## src/rtl/video_st_pkg.sv

```systemverilog
// Shared types and constants for the Avalon-ST video packetizer.
package video_st_pkg;

  localparam int PKG_DATA_W = 24;

  // Avalon-ST video packet type nibble carried in the header beat.
  localparam logic [3:0] VIDEO_PKT_TYPE = 4'h0;

  // Beat layout stored in the FIFO, MSB first: {eop, sop, data}.
  typedef struct packed {
    logic                  eop;
    logic                  sop;
    logic [PKG_DATA_W-1:0] data;
  } beat_t;

  typedef enum logic [2:0] {
    ST_IDLE   = 3'd0,
    ST_HDR    = 3'd1,
    ST_STREAM = 3'd2,
    ST_TERM   = 3'd3,
    ST_DROP   = 3'd4
  } pkt_state_t;

  // Counter width for a count range of n values. The result is never below 1 bit.
  function automatic int cnt_w(input int n);
    return (n > 1) ? $clog2(n) : 1;
  endfunction

endpackage

```

## src/rtl/video_st_fifo.sv

```systemverilog
// Synchronous show-ahead FIFO. o_rdata presents the head entry whenever the FIFO is not empty.
// A push into a full FIFO is accepted only when a pop happens in the same cycle.
module video_st_fifo #(
  parameter int W  = 26,
  parameter int AW = 4
) (
  input  logic          clk,
  input  logic          rst_n,
  input  logic          i_push,
  input  logic [W-1:0]  i_wdata,
  input  logic          i_pop,
  output logic [W-1:0]  o_rdata,
  output logic          o_full,
  output logic          o_empty,
  output logic [AW:0]   o_level
);
  localparam int DEPTH = 2 ** AW;
  localparam logic [AW:0] FULL_LVL = (AW + 1)'(DEPTH);

  logic [W-1:0] r_mem [DEPTH];
  logic [AW:0]  r_wr_ptr;
  logic [AW:0]  r_rd_ptr;
  logic         w_do_push;
  logic         w_do_pop;

  assign o_level   = r_wr_ptr - r_rd_ptr;
  assign o_empty   = (r_wr_ptr == r_rd_ptr);
  assign o_full    = (o_level == FULL_LVL);
  assign w_do_pop  = i_pop && !o_empty;
  assign w_do_push = i_push && (!o_full || w_do_pop);
  assign o_rdata   = r_mem[r_rd_ptr[AW-1:0]];

  // Storage write. The contents need no reset because the pointers define validity.
  always_ff @(posedge clk) begin
    if (w_do_push) r_mem[r_wr_ptr[AW-1:0]] <= i_wdata;
  end

  // Read and write pointers. The extra MSB distinguishes full from empty.
  always_ff @(posedge clk or negedge rst_n) begin
    if (!rst_n) begin
      r_wr_ptr <= '0;
      r_rd_ptr <= '0;
    end else begin
      if (w_do_push) r_wr_ptr <= r_wr_ptr + 1'b1;
      if (w_do_pop)  r_rd_ptr <= r_rd_ptr + 1'b1;
    end
  end

endmodule

```

## src/rtl/video_stream_packetizer.sv

```systemverilog
// Converts a free-running camera pixel interface into Avalon-ST video packets. Frames that cannot be
// buffered are ended with a padded EOP beat, so a packet is never left open or corrupted.
module video_stream_packetizer
  import video_st_pkg::*;
#(
  parameter int DATA_W  = PKG_DATA_W,
  parameter int FRAME_W = 640,
  parameter int FRAME_H = 480,
  parameter int FIFO_AW = 4
) (
  input  logic              pixel_clk_clk,
  input  logic              pixel_reset_reset_n,
  input  logic              cam_vsync,
  input  logic              cam_pixel_valid,
  input  logic [DATA_W-1:0] cam_pixel,
  output logic [DATA_W-1:0] src_data,
  output logic              src_startofpacket,
  output logic              src_endofpacket,
  output logic              src_valid,
  input  logic              src_ready,
  input  logic              stat_clear,
  output logic              stat_overflow,
  output logic [15:0]       stat_frames_done,
  output logic [7:0]        stat_frames_dropped,
  output pkt_state_t        dbg_state
);
  localparam int BW    = DATA_W + 2;
  localparam int XW    = cnt_w(FRAME_W);
  localparam int YW    = cnt_w(FRAME_H);
  localparam int DEPTH = 2 ** FIFO_AW;
  localparam logic [XW-1:0]      X_LAST    = XW'(FRAME_W - 1);
  localparam logic [YW-1:0]      Y_LAST    = YW'(FRAME_H - 1);
  localparam logic [FIFO_AW:0]   HDR_LVL   = (FIFO_AW + 1)'(DEPTH - 2);
  localparam logic [DATA_W-1:0]  HDR_DATA  = DATA_W'(VIDEO_PKT_TYPE);
  localparam logic [BW-1:0]      HDR_BEAT  = {1'b0, 1'b1, HDR_DATA};
  localparam logic [BW-1:0]      PAD_BEAT  = {1'b1, 1'b0, {DATA_W{1'b0}}};

  pkt_state_t        r_state;
  pkt_state_t        w_state_nxt;
  logic              r_vsync_d;
  logic [XW-1:0]     r_x;
  logic [YW-1:0]     r_y;
  logic              r_overflow;
  logic [15:0]       r_done;
  logic [7:0]        r_dropped;

  logic              w_vsync_rise;
  logic              w_push;
  logic [BW-1:0]     w_wbeat;
  logic              w_pop;
  logic              w_full;
  logic              w_empty;
  logic [FIFO_AW:0]  w_level;
  logic [BW-1:0]     w_rbeat;
  logic              w_can_push;
  logic              w_room2;
  logic              w_last;
  logic              w_xy_clr;
  logic              w_xy_adv;
  logic              w_done_inc;
  logic              w_drop_inc;
  logic              w_ovf_set;

  // Handshake: a beat transfers on every cycle where src_valid && src_ready. While src_valid is high
  // and src_ready is low, src_data/sop/eop hold, because they come straight from the FIFO head.
  assign src_valid         = !w_empty;
  assign w_pop             = src_valid && src_ready;
  assign src_data          = w_empty ? '0 : w_rbeat[DATA_W-1:0];
  assign src_startofpacket = !w_empty && w_rbeat[DATA_W];
  assign src_endofpacket   = !w_empty && w_rbeat[DATA_W+1];

  assign w_vsync_rise = cam_vsync && !r_vsync_d;
  assign w_can_push   = !w_full || w_pop;
  assign w_room2      = (w_level <= HDR_LVL);
  assign w_last       = (r_x == X_LAST) && (r_y == Y_LAST);

  assign stat_overflow       = r_overflow;
  assign stat_frames_done    = r_done;
  assign stat_frames_dropped = r_dropped;
  assign dbg_state           = r_state;

  video_st_fifo #(.W(BW), .AW(FIFO_AW)) u_fifo (
    .clk     (pixel_clk_clk),
    .rst_n   (pixel_reset_reset_n),
    .i_push  (w_push),
    .i_wdata (w_wbeat),
    .i_pop   (w_pop),
    .o_rdata (w_rbeat),
    .o_full  (w_full),
    .o_empty (w_empty),
    .o_level (w_level)
  );

  // vsync edge history. It resets high so that a vsync held high through reset release is not a frame start.
  always_ff @(posedge pixel_clk_clk or negedge pixel_reset_reset_n) begin
    if (!pixel_reset_reset_n) r_vsync_d <= 1'b1;
    else                      r_vsync_d <= cam_vsync;
  end

  // FSM state register.
  always_ff @(posedge pixel_clk_clk or negedge pixel_reset_reset_n) begin
    if (!pixel_reset_reset_n) r_state <= ST_IDLE;
    else                      r_state <= w_state_nxt;
  end

  // Next-state logic, FIFO writes and status events.
  always_comb begin
    w_state_nxt = r_state;
    w_push      = 1'b0;
    w_wbeat     = '0;
    w_xy_clr    = 1'b0;
    w_xy_adv    = 1'b0;
    w_done_inc  = 1'b0;
    w_drop_inc  = 1'b0;
    w_ovf_set   = 1'b0;
    case (r_state)
      ST_IDLE, ST_DROP: begin
        if (w_vsync_rise) begin
          if (w_room2) begin
            w_state_nxt = ST_HDR;
          end else begin
            w_state_nxt = ST_DROP;
            w_drop_inc  = 1'b1;
          end
        end
      end
      ST_HDR: begin
        // Pixels in this cycle are blanking and are ignored. If no slot is free, the frame is skipped.
        w_xy_clr = 1'b1;
        if (w_can_push) begin
          w_push      = 1'b1;
          w_wbeat     = HDR_BEAT;
          w_state_nxt = ST_STREAM;
        end else begin
          w_state_nxt = ST_DROP;
          w_drop_inc  = 1'b1;
        end
      end
      ST_STREAM: begin
        if (w_vsync_rise) begin
          // Short frame: close the open packet now, or via TERM when no slot is free.
          if (w_can_push) begin
            w_push      = 1'b1;
            w_wbeat     = PAD_BEAT;
            w_drop_inc  = 1'b1;
            w_state_nxt = ST_HDR;
          end else begin
            w_state_nxt = ST_TERM;
          end
        end else if (cam_pixel_valid) begin
          if (w_can_push) begin
            w_push   = 1'b1;
            w_wbeat  = {w_last, 1'b0, cam_pixel};
            w_xy_adv = 1'b1;
            if (w_last) begin
              w_state_nxt = ST_IDLE;
              w_done_inc  = 1'b1;
            end
          end else begin
            w_ovf_set   = 1'b1;
            w_state_nxt = ST_TERM;
          end
        end
      end
      ST_TERM: begin
        if (w_can_push) begin
          w_push      = 1'b1;
          w_wbeat     = PAD_BEAT;
          w_drop_inc  = 1'b1;
          w_state_nxt = ST_DROP;
        end
      end
      default: w_state_nxt = ST_IDLE;
    endcase
  end

  // Pixel position within the frame. It is cleared when the header is issued and advances on each stored pixel.
  always_ff @(posedge pixel_clk_clk or negedge pixel_reset_reset_n) begin
    if (!pixel_reset_reset_n) begin
      r_x <= '0;
      r_y <= '0;
    end else if (w_xy_clr) begin
      r_x <= '0;
      r_y <= '0;
    end else if (w_xy_adv) begin
      if (r_x == X_LAST) begin
        r_x <= '0;
        r_y <= (r_y == Y_LAST) ? '0 : r_y + 1'b1;
      end else begin
        r_x <= r_x + 1'b1;
      end
    end
  end

  // Status: sticky overflow, wrapping done count, saturating drop count. stat_clear has priority.
  always_ff @(posedge pixel_clk_clk or negedge pixel_reset_reset_n) begin
    if (!pixel_reset_reset_n) begin
      r_overflow <= 1'b0;
      r_done     <= '0;
      r_dropped  <= '0;
    end else if (stat_clear) begin
      r_overflow <= 1'b0;
      r_done     <= '0;
      r_dropped  <= '0;
    end else begin
      if (w_ovf_set)                         r_overflow <= 1'b1;
      if (w_done_inc)                        r_done     <= r_done + 1'b1;
      if (w_drop_inc && r_dropped != 8'hFF)  r_dropped  <= r_dropped + 1'b1;
    end
  end

endmodule

```

## config.mk

```make
export PLATFORM = sky130hd
export DESIGN_NAME = video_stream_packetizer
export DESIGN_NICKNAME = d
export VERILOG_FILES = /design/src/rtl/video_st_pkg.sv /design/src/rtl/video_st_fifo.sv /design/src/rtl/video_stream_packetizer.sv
export SDC_FILE = /design/constraint.sdc
export NUM_CORES = 1
export LEC_CHECK = 0
export ABC_CLOCK_PERIOD_IN_PS = 6100
export BUFFER_PORTS_ARGS = -buffer_cell sky130_fd_sc_hd__buf_4
export CORE_ASPECT_RATIO = 1.75
export CORE_MARGIN = 2
export CORE_UTILIZATION = 60
export CTS_CLUSTER_DIAMETER = 80
export DETAILED_ROUTE_END_ITERATION = 8
export GPL_TIMING_DRIVEN = 1
export PLACE_DENSITY = 0.78
export SLEW_MARGIN = 30
export SYNTH_ARGS = -nofsm -noshare
export SYNTH_HDL_FRONTEND = slang
export SYNTH_SLANG_ARGS = --single-unit
```

## constraint.sdc

```tcl
create_clock -name pixel_clk_clk -period 6.1 [get_ports pixel_clk_clk]
set_input_delay 1.525 -clock pixel_clk_clk [delete_from_list [all_inputs] [get_ports pixel_clk_clk]]
set_output_delay 1.525 -clock pixel_clk_clk [all_outputs]
set_load 0.02 [all_outputs]
```

==> summary.md, run 1 <==
The run finished with clean final reports. The worst register-to-register path has a setup slack of 1.82 ns. The fraction of layout instances using a drive strength above 1 works out to 29.1%.

The number of H-tree branching levels is 2. In this run the worst hold path is classified as reg -> reg. The largest net degree at the start of global routing came out at 59.

The wire length per cell after detailed routing came out at 28.5 µm. At the worst endpoint, the arrival time is 3.34 ns. The final count of hold timing violations is 0, and the die span in x is 141 µm. During I/O placement, the number of pins put on the boundary was 85. Global routing finished with a remaining overflow of 0. The count of mapped cells out of synthesis was 1,047; the clock transition at the registers of the reported paths was 0.06 ns.

The logs give 44,700 µm for the total wire length after detailed routing and 1,185 for the final net count. The worst setup path is captured at a primary output. Yosys attributes the largest share of cell area to sky130_fd_sc_hd__edfxtp_1 (64%), sky130_fd_sc_hd__mux4_2 (15%), sky130_fd_sc_hd__dfrtp_1 (7.3%), sky130_fd_sc_hd__nor2b_1 (1.2%), sky130_fd_sc_hd__a21oi_1 (0.94%). Of all nets on the critical path, the largest fanout is 56.

The cell depth of the worst hold path is 1. Via count of the first global-routing pass: 10.9k. The worst path required time is 4.58 ns. The die is 243 µm tall. The number of antenna violations at the first check in global routing was 1.

The first global-routing pass estimated 66,400 µm of wire. At the pin with the least slew margin, the transition time is 0.988 ns. After clock tree synthesis, the flow added hold-fix buffers numbering 0. Setup repair after global routing left no endpoint under its margin. Row generation in the floorplan step produced 87 rows. For the clock network latency to the later pin of the worst-skew pair, the log shows 0.55 ns. Walking the worst path, the cells encountered are buf_12 > mux4_2 > mux4_2 > nor2b_1 > buf_4. Timing would allow up to 206 MHz. Once detailed placement completed, the half-perimeter wirelength came to 23,200 µm.

The initial DRC count was 918; the count of input and output buffers was 84. Headroom to the max-slew limit came out at 34.1%. The cell sitting at the root of the clock tree is a sky130_fd_sc_hd__clkbuf_16. The run gives 1.74 ns as the worst slack at placement. Sequential elements use 71.1% of the synthesized area.

Leading register cell type out of synthesis: sky130_fd_sc_hd__edfxtp_1. For the peak ir drop on the vdd network, the log shows 0.512 mV. Buffers added to address setup during post-CTS repair amount to 0. The worst reg2reg path startpoint was u_fifo.r_rd_ptr[0].

The initial utilization of the core area, before any placement, comes to 60.9%. The total nets after synthesis was 1,091; the number of diodes added for antenna fixing was 0. The largest area contributor in the synthesized netlist was sky130_fd_sc_hd__edfxtp_1. Synthesis instantiated 68 different standard cells from the library. The delay contributed by the slowest stage of the critical path works out to 0.88 ns. The highest-delay cell along the critical path was sky130_fd_sc_hd__dfrtp_4.

Setup violations remaining at the end of the flow were counted as 0. The tools report the maximum number of buffers from clock root to sink as 3. In this run the most critical hold path is launched from u_fifo.r_wr_ptr[4].

Together, buffers and inverters on the worst path number 2. The fraction of the cycle the final worst path needs was 79.7%. The cell family contributing the most delay on the critical path was multiplexers. The number of cell instances on the worst register-to-register path works out to 9. For this run, the number of Yosys warnings is 0. The run gives 474 as the TritonCTS sink count. The final worst-path setup slack came out at 1.24 ns. For the floorplan core area, the log shows 32,200 µm². In this run the remaining antenna-violating nets after routing total 0.

For the DRC violation count after routing, the log shows 0. The first-pass detailed-route iteration total was 5; the post-synthesis sequential element count was 474. The most numerous cell type found on the critical path is sky130_fd_sc_hd__mux4_2. The global placer's final weighted congestion came out at 0.803. For the final routed database, the setup TNS stands at 0 ns. After clock tree synthesis, the repair step resized 0 gates.

The number of slew-limit violations in the final report was 0; the total CTS buffers was 41. In this run the static leakage power is 7.50 nW. The routed design could run at a clock period as short as 4.86 ns. Post-synthesis area per instance: 18.7 µm². For the final database, setup skew stands at 0.0181 ns. The top cell type by area accounts for 63.7% of the synthesized area. TritonCTS built the clock tree.

The worst min-delay path endpoint was u_fifo.r_wr_ptr[4]. Power spread over the standard cell area amounts to 448 nW/µm². sky130_fd_sc_hd__edfxtp_1 is the most common cell in the netlist. The commonest cells after synthesis are sky130_fd_sc_hd__edfxtp_1 (416), sky130_fd_sc_hd__mux4_2 (130), sky130_fd_sc_hd__dfrtp_1 (57), sky130_fd_sc_hd__nor2_1 (41), sky130_fd_sc_hd__nor2b_1 (38). The tools report the end of the worst register-to-register path as u_fifo.r_mem[12][8]. The max-capacitance violation count was 0; the async set-or-reset flop fraction in the synthesized netlist was 12.2%. The run gives 10.4k as the total vias in the final route. The critical path in this run is classified as reg -> out.

The cell area that synthesis handed to floorplanning was 19,600 µm². The die covers 34,200 µm². The overall fraction of global-route tracks in use came out at 26.6%.

The number of vias per cell is 6.63. Critical path launch point type: a flip-flop. Compared with the post-synthesis result, the final layout area differs by 13.5%. The synthesized design contains 416 enable-type register cells.
-- layout make-up --
cell class / instances / area, µm²
repair buffers: 100 / 846
well taps: 400 / 500
fillers: 2012 / 9960
inverters: 15 / 56.3
clock buffers: 49 / 1130
clock inverters: 23 / 307
multi-input cells: 509 / 5470
flip-flops and latches: 474 / 14000
-- power by group --
part	total [mW]	internal (mW)	switching, mW
clock network	2.79	1.62	1.16
logic	3.21	1.52	1.68
registers	3.97	3.76	0.218
total	9.97	6.90	3.07
-- registers in the layout (all words and copies together) (netlist names), 3 cells and up --
name and count:
u_fifo.r_mem 416, r_y 9, stat_frames_done 16, u_fifo.r_wr_ptr 5
dbg_state 3, stat_frames_dropped 8, u_fifo.r_rd_ptr 5, r_x 10
-- layout by cell type (no fill, tap or decap), drive strengths merged, types with 14 or more instances in the layout --
| master | synthesis | layout |
|---|---|---|
| nand3 | 22 | 22 |
| and3 | 16 | 16 |
| nor2b | 38 | 38 |
| xnor2 | 14 | 14 |
| nor2 | 41 | 41 |
| a21oi | 39 | 39 |
| o21ai | 19 | 19 |
| and2 | 27 | 27 |
| buf | 20 | 100 |
| mux4 | 130 | 130 |
| clkbuf | 29 | 49 |
| nand2 | 24 | 24 |
| dfrtp | 57 | 57 |
| edfxtp | 416 | 416 |
| inv | 15 | 17 |
-- metal layers --
layer  vias to the layer above  GRT usage (%)  part of all wire (%)
li1                       4416              -                     -
met1                      5432           33.0                    36
met2                       458           46.9                    55
met3                       100           4.26                   6.2
met4                         2           10.8                   3.5
met5                         -              0                 0.029
-- cells by family after synthesis --
| kind of cell | Yosys count | share of synthesized area [%] |
|---|---|---|
| AO/OA/AOI/OAI | 98 | 3.32 |
| AND/OR/NAND/NOR | 240 | 7.07 |
| XOR/XNOR | 19 | 0.849 |
| buffers and inverters | 64 | 1.33 |
| flip-flops | 474 | 71.1 |
| multiplexers | 138 | 15.4 |
| adder cells (fa/ha/maj) | 14 | 0.932 |
-- how the worst max path moves through the flow --
| stage | from | endpoint | slack, ns | cells past startpoint |
|---|---|---|---|---|
| floorplan | u_fifo.r_rd_ptr[1] | u_fifo.r_mem[3][0] | 0.86 | 12 |
| global placement | u_fifo.r_rd_ptr[0] | src_data[15] | 1.70 | 5 |
| detailed placement | u_fifo.r_rd_ptr[0] | src_data[15] | 1.74 | 5 |
| CTS | u_fifo.r_rd_ptr[0] | src_data[16] | 1.17 | 5 |
| global route | u_fifo.r_rd_ptr[0] | src_data[20] | 1.07 | 5 |
| finish | u_fifo.r_rd_ptr[0] | src_data[16] | 1.24 | 5 |
-- through the flow --
stage / cells / util [%] / hold slack, ns / total power [mW] / instance area (µm²)
floorplan: 1047 / - / 0.460 / 6.22 / 19600
global placement: 1492 / 64.2 / 0.477 / 7.14 / 20700
detailed placement: 1497 / 64.5 / 0.482 / 7.24 / 20800
CTS: 1569 / 69.0 / 0.492 / 10.0 / 22200
global route: 1570 / 69.1 / 0.524 / 10.3 / 22300
finish: 1570 / 69.1 / 0.505 / 9.97 / 22300
Note: power is estimated with default switching activity, not from simulation.
==> inputs of run 2 (changes only) <==
--- a/config.mk
+++ b/config.mk
@@ -5,7 +5,7 @@
 export SDC_FILE = /design/constraint.sdc
 export NUM_CORES = 1
 export LEC_CHECK = 0
-export ABC_CLOCK_PERIOD_IN_PS = 6100
+export ABC_CLOCK_PERIOD_IN_PS = 4900
 export BUFFER_PORTS_ARGS = -buffer_cell sky130_fd_sc_hd__buf_4
 export CORE_ASPECT_RATIO = 1.75
 export CORE_MARGIN = 2
==> constraint.sdc (replaced) <==
create_clock -name pixel_clk_clk -period 4.9 [get_ports pixel_clk_clk]
set_input_delay 1.225 -clock pixel_clk_clk [delete_from_list [all_inputs] [get_ports pixel_clk_clk]]
set_output_delay 1.225 -clock pixel_clk_clk [all_outputs]
set_load 0.02 [all_outputs]
==> run 2 against run 1 <==
  * Routed wire length shrank 1.9%
  * Critical path type unchanged
  * First-iteration DRC count rose by 3.5%
  * Largest cell class unchanged
  * Highest routed layer is now met4
  * Largest power group unchanged
  * Via count rose by 1.1%
  * Count of clock-buffer cells in the layout up 4
  * Register-to-register slack got worse by 0.69 ns
==> summary.md, run 2 (synthesis results as in run 1) <==
The clock transition at the registers of the reported paths is 0.06 ns (about the same). The type of the worst setup path is reg -> out (unchanged). For the initial DRC count, the log shows 950 (was 918). The largest net degree at the start of global routing is 107 (was 59), and the fraction of layout instances using a drive strength above 1 is 29.0% (was 29.1%). The count of input and output buffers is 84 (unchanged), and the wire length of the first global-routing pass is 66,200 µm (was 66,400 µm). For the met3 global-route usage, the log shows 3.77% (was 4.26%). Post-cts hold buffer count: 0 (unchanged).

The classification of the worst-slack hold path is reg -> reg (unchanged). The number of H-tree branching levels is 2 (unchanged), and the overall overflow remaining after global route is 0 (unchanged). The number of antenna violations at the first check in global routing was 0 (was 1).

The number of nets with antenna violations after detailed routing was 0 (unchanged); the critical-path maximum fanout was 59 (was 56). Type of destination of the critical path: a primary output (unchanged). For the total wire length after detailed routing, the log shows 43,900 µm (was 44,700 µm).

The launch point of the worst path is u_fifo.r_rd_ptr[0] (unchanged). For the highest attainable clock frequency, the log shows 245 MHz. The run finished with clean final reports. Commonest non-fill, non-tap cell in the layout: sky130_fd_sc_hd__edfxtp_1 (unchanged). The final count of hold timing violations was 0 (unchanged). For the net switching power figure, the log shows 3.75 mW (was 3.07 mW).

The floorplan core area was 32,200 µm² (unchanged); the setup TNS was 0 ns (unchanged). The power per cell area works out to 539 nW/µm² (was 448 nW/µm²). The I/O pin count was 85 (unchanged); the part of the total power dissipated in sequential elements was 40.2% (was 39.9%).

Maximum number of buffers from clock root to sink: 3 (unchanged). The DRC violation count after routing is 0 (unchanged). The leakage power figure was 7.52 nW (was 7.50 nW). The cell family contributing the most delay on the critical path is multiplexers (unchanged).

The vertical die dimension is 243 µm (unchanged). The clock period minus worst slack came out at 4.09 ns. The pin slew with the least headroom to its limit works out to 0.807 ns (was 0.988 ns).

For the slack of the worst reg-to-reg path, the log shows 1.13 ns (was 1.82 ns). The run gives 0 (unchanged) as the number of slew-limit violations in the final report. The global-route track usage on met1 is 32.9% (was 33.0%). The cell depth of the worst setup path works out to 5 (unchanged).

The tools report the cell at the root of the clock tree as sky130_fd_sc_hd__clkbuf_16 (unchanged). The dominant cell type by count on the critical path was sky130_fd_sc_hd__mux4_2 (unchanged). The run gives 1,200 (was 1,185) as the final net count. Highest-utilization routing layer at the global route stage: met2 (unchanged). The flip-flop count of the largest register after layout is 416 (unchanged). The peak ir drop on the vdd network was 0.424 mV (was 0.512 mV). The synthesis-to-finish area growth was 13.4% (was 13.5%).

For the proportion of power drawn by the clock network, the log shows 25.5% (was 27.9%). The wire length per cell after detailed routing works out to 27.6 µm (was 28.5 µm). The logs give 2.86 ns (was 3.34 ns) for the critical path data arrival time and 87 (unchanged) for the standard-cell row count.

The tools report the via count of the first global-routing pass as 10.8k (was 10.9k). Setup repair after global routing left no endpoint under its margin. The total buffers and inverters traversed by the critical path works out to 2 (unchanged). Highest-count cells in the layout ignoring fill and taps: sky130_fd_sc_hd__edfxtp_1 (416), sky130_fd_sc_hd__mux4_2 (130), sky130_fd_sc_hd__buf_4 (101) (was sky130_fd_sc_hd__edfxtp_1 (416), sky130_fd_sc_hd__mux4_2 (130), sky130_fd_sc_hd__buf_4 (93)).

The final worst-path setup slack is 0.812 ns (was 1.24 ns). The switching fraction of total power was 31.2% (was 30.8%). The highest-delay cell along the critical path is sky130_fd_sc_hd__mux4_2 (was sky130_fd_sc_hd__dfrtp_4). End of the worst register-to-register path: u_fifo.r_mem[8][20] (was u_fifo.r_mem[12][8]). The clock tree skew after final layout is 0.0226 ns (was 0.0181 ns), and the worst slack at placement is 1.14 ns (was 1.74 ns). The die span in x was 141 µm (unchanged); the global placer's final weighted congestion was 0.849 (was 0.803).

The total CTS buffers is 41 (unchanged), and the number of vias per cell is 6.63 (about the same). The first-pass detailed-route iteration total came out at 5 (unchanged). TritonCTS built the clock tree. The logs give 60.9% (unchanged) for the initial core utilization and 26.4% (was 26.6%) for the overall fraction of global-route tracks in use. The delay contributed by the slowest stage of the critical path works out to 0.58 ns (was 0.88 ns). The critical path launch point type was a flip-flop (unchanged). Capture point of the worst path: src_data[6] (was src_data[16]). The logs give 0.55 ns (about the same) for the clock network latency to the later pin of the worst-skew pair and 10.5k (was 10.4k) for the total vias in the final route. For the placed wire-length estimate after detailed placement, the log shows 25,400 µm (was 23,200 µm). For the final-report setup violation count, the log shows 0 (unchanged). The fraction of the cycle the final worst path needs works out to 83.4%.

The tools report the worst relative slew slack as 45.7% (was 34.1%). The cell-internal power was 8.24 mW (was 6.90 mW); the post-cts sizing count was 0 (unchanged). The number of cell instances on the worst register-to-register path is 12 (was 9).

The area of the die is 34,200 µm² (unchanged). The post-CTS setup buffer count was 0 (unchanged). The worst path required time is 3.67 ns (was 4.58 ns). Ordered list of cells on the worst path: buf_12 > mux4_2 > mux4_2 > nor2b_1 > buf_4 (unchanged). The proportion of power drawn by combinational gates is 34.3% (was 32.2%), and the met2 global-route usage is 47.1% (was 46.9%). The TritonCTS sink count came out at 474 (unchanged). The worst reg2reg path startpoint was u_fifo.r_wr_ptr[0] (was u_fifo.r_rd_ptr[0]). The number of diodes added for antenna fixing is 0 (unchanged). The max-capacitance violation count was 0 (unchanged).
-- run 2: cell type report --
class / instances / area (µm²)
clock inverters: 22 / 159
well taps: 400 / 500
repair buffers: 115 / 1040
clock buffers: 53 / 1070
inverters: 15 / 56.3
multi-input cells: 509 / 5450
flip-flops and latches: 474 / 14000
fillers: 2029 / 9990
-- run 2: layer usage --
layer  wire (µm)  vias up  part of all wire, %
met1       15500     5471                   35
met3        2770      100                  6.3
met2       23900      499                   54
met4        1730        0                  3.9
met5           0        -                    0
li1            -     4455                    -
-- run 2: power groups by stage --
stage | registers [mW] | clock network, mW | logic (mW)
after floorplan | 4.86 | 0 | 2.88
after global placement | 4.89 | 0 | 4.10
after detailed placement | 4.90 | 0 | 4.15
after CTS | 4.82 | 3.09 | 4.16
after global routing | 4.85 | 3.22 | 4.39
final | 4.82 | 3.05 | 4.11
-- run 2: how the worst min path moves through the flow --
| stage | start | end | slack, ns | depth (start not counted) |
|---|---|---|---|---|
| after global placement | u_fifo.r_rd_ptr[4] | u_fifo.r_rd_ptr[4] | 0.48 | 1 |
| after detailed placement | stat_overflow | stat_overflow | 0.49 | 2 |
| final | u_fifo.r_wr_ptr[4] | u_fifo.r_wr_ptr[4] | 0.51 | 1 |
| after global routing | u_fifo.r_wr_ptr[4] | u_fifo.r_wr_ptr[4] | 0.53 | 1 |
| after floorplan | u_fifo.r_wr_ptr[4] | u_fifo.r_wr_ptr[4] | 0.46 | 1 |
| after CTS | stat_overflow | stat_overflow | 0.51 | 2 |
-- run 2: through the flow --
stage / util, % / cells / hold slack [ns] / area (µm²) / power (mW)
after global placement: 65.2 / 1513 / 0.483 / 21000 / 8.99
after global routing: 69.0 / 1588 / 0.529 / 22200 / 12.5
after CTS: 69.0 / 1588 / 0.506 / 22200 / 12.1
final: 69.0 / 1588 / 0.509 / 22200 / 12.0
after floorplan: - / 1047 / 0.460 / 19600 / 7.74
after detailed placement: 65.2 / 1513 / 0.488 / 21000 / 9.05
